--- src/rtl/mem_access_unit.sv ---
// MEM-stage initiator: converts pipeline load/store requests into a timed
// data-memory access, stalling the pipeline until the access completes.
module mem_access_unit #(
  parameter int MEM_CYCLES = 5
) (
  input  logic        CLK,
  input  logic        RESET,
  input  logic        MEM_READ,
  input  logic        MEM_WRITE,
  input  logic [2:0]  FUNCT3,
  input  logic [31:0] ADDRESS,
  input  logic [31:0] WRITEDATA,
  output logic [31:0] LOAD_DATA,
  output logic        STALL,
  output logic        ACCESS_FAULT,
  output logic        DMEM_READ,
  output logic        DMEM_WRITE,
  output logic [2:0]  DMEM_FUNCT3,
  output logic [31:0] DMEM_ADDRESS,
  output logic [31:0] DMEM_WRITEDATA,
  input  logic [31:0] DMEM_READDATA,
  input  logic        DMEM_BUSYWAIT
);

  localparam logic [1:0] IDLE   = 2'd0;
  localparam logic [1:0] ACCESS = 2'd1;
  localparam logic [1:0] DONE   = 2'd2;

  localparam logic [3:0] CNT_INIT = 4'(MEM_CYCLES - 1);

  logic [1:0]  state;
  logic [3:0]  counter;
  logic        f3_legal;
  logic        aligned;
  logic        req_any;
  logic        req_valid;
  logic        req_invalid;
  logic [31:0] raw;
  logic [31:0] load_ext;

  // Unsigned load sizes are legal only for reads; stores accept SB/SH/SW.
  always_comb begin
    f3_legal = 1'b0;
    aligned  = 1'b0;
    case (FUNCT3)
      3'b000: begin f3_legal = 1'b1;     aligned = 1'b1;                  end
      3'b001: begin f3_legal = 1'b1;     aligned = ~ADDRESS[0];           end
      3'b010: begin f3_legal = 1'b1;     aligned = (ADDRESS[1:0] == 2'b00); end
      3'b100: begin f3_legal = MEM_READ; aligned = 1'b1;                  end
      3'b101: begin f3_legal = MEM_READ; aligned = ~ADDRESS[0];           end
      default: begin f3_legal = 1'b0;    aligned = 1'b0;                  end
    endcase
  end

  assign req_any     = MEM_READ | MEM_WRITE;
  assign req_valid   = (MEM_READ ^ MEM_WRITE) & f3_legal & aligned;
  assign req_invalid = req_any & ~req_valid;

  assign STALL = RESET & ((state == ACCESS) | ((state == IDLE) & req_valid));

  // Memory returns the byte at the address in the top lane; reverse to little-endian.
  assign raw = {DMEM_READDATA[7:0], DMEM_READDATA[15:8],
                DMEM_READDATA[23:16], DMEM_READDATA[31:24]};

  always_comb begin
    load_ext = raw;
    case (DMEM_FUNCT3)
      3'b000:  load_ext = {{24{raw[7]}}, raw[7:0]};
      3'b001:  load_ext = {{16{raw[15]}}, raw[15:0]};
      3'b100:  load_ext = {24'h000000, raw[7:0]};
      3'b101:  load_ext = {16'h0000, raw[15:0]};
      default: load_ext = raw;
    endcase
  end

  always_ff @(posedge CLK) begin
    if (!RESET) begin
      state          <= IDLE;
      counter        <= 4'd0;
      DMEM_READ      <= 1'b0;
      DMEM_WRITE     <= 1'b0;
      DMEM_FUNCT3    <= 3'b000;
      DMEM_ADDRESS   <= 32'h0;
      DMEM_WRITEDATA <= 32'h0;
      LOAD_DATA      <= 32'h0;
      ACCESS_FAULT   <= 1'b0;
    end else begin
      ACCESS_FAULT <= 1'b0;
      case (state)
        IDLE: begin
          if (req_valid) begin
            DMEM_READ      <= MEM_READ;
            DMEM_WRITE     <= MEM_WRITE;
            DMEM_FUNCT3    <= FUNCT3;
            DMEM_ADDRESS   <= ADDRESS;
            DMEM_WRITEDATA <= WRITEDATA;
            counter        <= CNT_INIT;
            state          <= ACCESS;
          end else if (req_invalid) begin
            ACCESS_FAULT <= 1'b1;
          end
        end
        ACCESS: begin
          // A memory that stops asserting busy mid-request breaks the protocol.
          if ((DMEM_READ | DMEM_WRITE) & ~DMEM_BUSYWAIT) begin
            ACCESS_FAULT <= 1'b1;
          end
          if (counter == 4'd0) begin
            DMEM_READ  <= 1'b0;
            DMEM_WRITE <= 1'b0;
            if (DMEM_READ) begin
              LOAD_DATA <= load_ext;
            end
            state <= DONE;
          end else begin
            counter <= counter - 4'd1;
          end
        end
        DONE:    state <= IDLE;
        default: state <= IDLE;
      endcase
    end
  end

endmodule

--- config.mk ---
export PLATFORM = sky130hd
export DESIGN_NAME = mem_access_unit
export DESIGN_NICKNAME = d
export VERILOG_FILES = /design/src/rtl/mem_access_unit.sv
export SDC_FILE = /design/constraint.sdc
export NUM_CORES = 1
export LEC_CHECK = 0
export ABC_AREA = 1
export BUFFER_PORTS_ARGS = -buffer_cell sky130_fd_sc_hd__clkbuf_2
export CAP_MARGIN = 0
export CORE_UTILIZATION = 35
export DETAILED_ROUTE_END_ITERATION = 16
export PLACE_DENSITY = 0.61
export SYNTH_ARGS = -nofsm -noshare
export SYNTH_HDL_FRONTEND = slang
export SYNTH_SLANG_ARGS = --single-unit
--- constraint.sdc ---
create_clock -name CLK -period 2.17 [get_ports CLK]
set_clock_uncertainty 0.1 [all_clocks]
set_input_delay 0.1085 -clock CLK [delete_from_list [all_inputs] [get_ports CLK]]
set_output_delay 0.1085 -clock CLK [all_outputs]
set_load 0.02 [all_outputs]
==> results.toml <==
[placed_design]
routabilityCongestion = 0.799
portBuffers = 206
dp.final_hpwl_mm = 7.69
place_inst = 830

[yosys]
yosysTopAreaCellShare_pct = 53.2
syn_inst = 511
ys_warn_count = 0
syn_area_per_cell_sq_um = 7.95
synth_nets = 617
yosysSeqAreaShare_pct = 53.2
synthTopCellsByArea = "dfxtp_1 (53%), nand2_1 (15%), a21oi_1 (9.9%)"
ys_ff_latch = 108
yosys.area.top_type = "dfxtp_1"
syn_area_sq_mm = 0.00406
yosys.cell_types.count = 24

[setup_path]
critPathCaptureType = "output pin"
r2r_end = "LOAD_DATA[25]"
cp_max_fo = 73
crit_type = "in -> out"
cp.required_ns = 1.96
crit-reg2reg-launch = "counter[0]"
cp-start-kind = "input pin"
rr_worst_depth = 7
arrival_ns = 1.83
r2r_slack_ns = 0.40

[drt]
vias_per_cell = 4.72
vias = 4476
first_pass_iters = 4
drc = 0
routed_wl_mm = 12.3
wl_per_cell_microns = 13.0
drt_iter0_drc = 199
drtAntennaViolNets = 0

[floorplan]
io_pins = 207
fp.dieW_microns = 110
dieHeight_microns = 110
initial_core_util_pct = 36.7
core_area_sq_mm = 0.0111
die-area_sq_mm = 0.0120
row_count = 38

[timing]
fin_setup_tns_ns = 0
worst_pin_slew_ns = 0.538
finalCriticalPeriod_ns = 2.04
final_hold_viol_count = 0
fmax_mhz = 491
min_period_over_period_pct = 93.9
relSlewSlack_pct = 64.0
report.final.slew_viol_count = 0
grt_setup_unrepaired = "false"
setup_viol_count_final = 0
holdWs_ns = 0.0848

[pwr]
power_density_mw_per_mm2 = 697
power_mw = 4.52
irDropWorstVdd_mv = 0.486
leakagePower_nw = 2.93

[layout]
area_growth_pct = 59.7
layout-drive-gt1-share_pct = 31.3
stdcell_count = 948
ff_latch_area_sq_mm = 0.00216
fillers = 977
final_util_pct = 58.5
multi_input_area_sq_mm = 0.00164
fin_nets = 909
diodes = 0

[global_route]
grtUsageTotal_pct = 20.1
overflow = 0
grt.met2_usage_pct = 36.5
grt_pass1_wl_mm = 18.9
top_usage_layer = "met2"
met1_usage_pct = 21.1
grt_use_met3_pct = 5.22
grt_max_degree = 74
antenna_found_initial = 0
grt_pass1_vias = 4307

[min_path]
min_from = "RESET"
worstHoldEndpoint = "DMEM_ADDRESS[1]"
hp-class = "in -> reg"
hold_path_depth = 3

[cts]
clkTransAtPathRegs_ns = 0.06
numCtsBuffers = 9
ctsHtreeMaxLevel = 3
insertion_delay_ns = 0.34
cts_root_buf = "clkbuf_16"
cts.path.max_buffers = 2
cts_tree = "yes"
cts.repair.resized = 0
cts.sinks = 108

[flow_run]
max_cap_violations = 0

[status]
status = "finished clean"
## metal layers
layer	part of all wire (%)	wire length, microns	vias up
met5	0	0	-
li1	-	-	2249
met1	40	4890	2039
met2	51	6320	160
met4	2.6	321	0
met3	6.4	789	28
## layout make-up
class	instances	area share (%)
repair buffers	315	33.2
flip-flops and latches	108	33.3
well taps	140	2.70
clock inverters	5	0.772
clock buffers	11	3.90
multi-input cells	355	25.3
inverters	14	0.810
## placed cells by master, fill, tap and decap left out, types with 2 or more instances in the layout
master	instances
clkbuf_2	206
nand2_1	167
dfxtp_1	108
dlygate4sd3_1	102
a21oi_1	80
o21ai_0	43
nor2_1	26
a21oi_2	10
inv_1	9
clkbuf_16	9
a31oi_1	7
nand3_1	6
inv_2	5
clkinv_2	4
buf_12	4
nand2_2	3
buf_4	3
nand3_2	2
nor2_4	2
nand3b_1	2
ha_1	2
clkbuf_8	2
## worst max-delay path: stages
cell,delay [ns]
dlygate4sd3_1,0.54
clkbuf_2,0.12
inv_2,0.04
ha_1,0.30
nand3_2,0.12
buf_12,0.22
a21oi_1,0.17
clkbuf_2,0.20
## where the power goes
| part | switching (mW) | internal, mW |
|---|---|---|
| combinational | 0.406 | 0.342 |
| sequential | 0.0497 | 2.06 |
| clock | 0.707 | 0.950 |
## Yosys cell counts
| master | count |
|---|---|
| a31oi_1 | 7 |
| clkbuf_1 | 13 |
| nor2_4 | 2 |
| ha_1 | 2 |
| inv_1 | 9 |
| nand2_1 | 167 |
| a211oi_1 | 1 |
| nand3_2 | 2 |
| buf_6 | 6 |
| a21oi_2 | 10 |
| a21oi_1 | 80 |
| o21ai_0 | 43 |
| nand3_1 | 6 |
| nor2_2 | 1 |
| xor2_1 | 1 |
| buf_4 | 7 |
| nor3_1 | 1 |
| nand2_2 | 3 |
| buf_2 | 8 |
| inv_2 | 5 |
| dfxtp_1 | 108 |
| nand3b_1 | 2 |
| nor2_1 | 26 |
| o21ai_2 | 1 |
## logic make-up after synthesis
| family | count (synthesis) | synth area share, % |
|---|---|---|
| adders and majority gates | 2 | 0.616 |
| buffers and inverters | 48 | 6.44 |
| xor gates and xnor gates | 1 | 0.216 |
| AOI/OAI and AO/OA | 142 | 18.8 |
| and+or+nand+nor | 210 | 20.7 |
| DFF | 108 | 53.2 |
## stage by stage
stage,worst slack (ns),area (sq um)
floorplan,0.651,4060
global placement,0.484,5160
finish,0.132,6490
global route,0.0144,6490
detailed placement,0.420,5160
CTS,0.0913,6490
## flip-flops by register name, indices dropped and copies added, names as in the netlist
name	count
DMEM_ADDRESS	32
LOAD_DATA	32
counter	4
DMEM_READ	1
state	2
DMEM_FUNCT3	3
DMEM_WRITE	1
DMEM_WRITEDATA	32
ACCESS_FAULT	1
## worst max path at each step
stage	from	depth (start not counted)	to
2_1_floorplan	DMEM_FUNCT3[0]	7	LOAD_DATA[15]
3_3_place_gp	counter[0]	7	LOAD_DATA[27]
3_5_place_dp	counter[0]	7	LOAD_DATA[25]
4_1_cts	MEM_READ	8	STALL
5_1_grt	MEM_READ	8	STALL
6_report	MEM_READ	8	STALL
## what timing repair did
action	4_1_cts	5_1_grt
hold buffers	102	0
hold endpoints to repair	102	0
setup buffers	0	0
(Power assumes the default switching activity.)
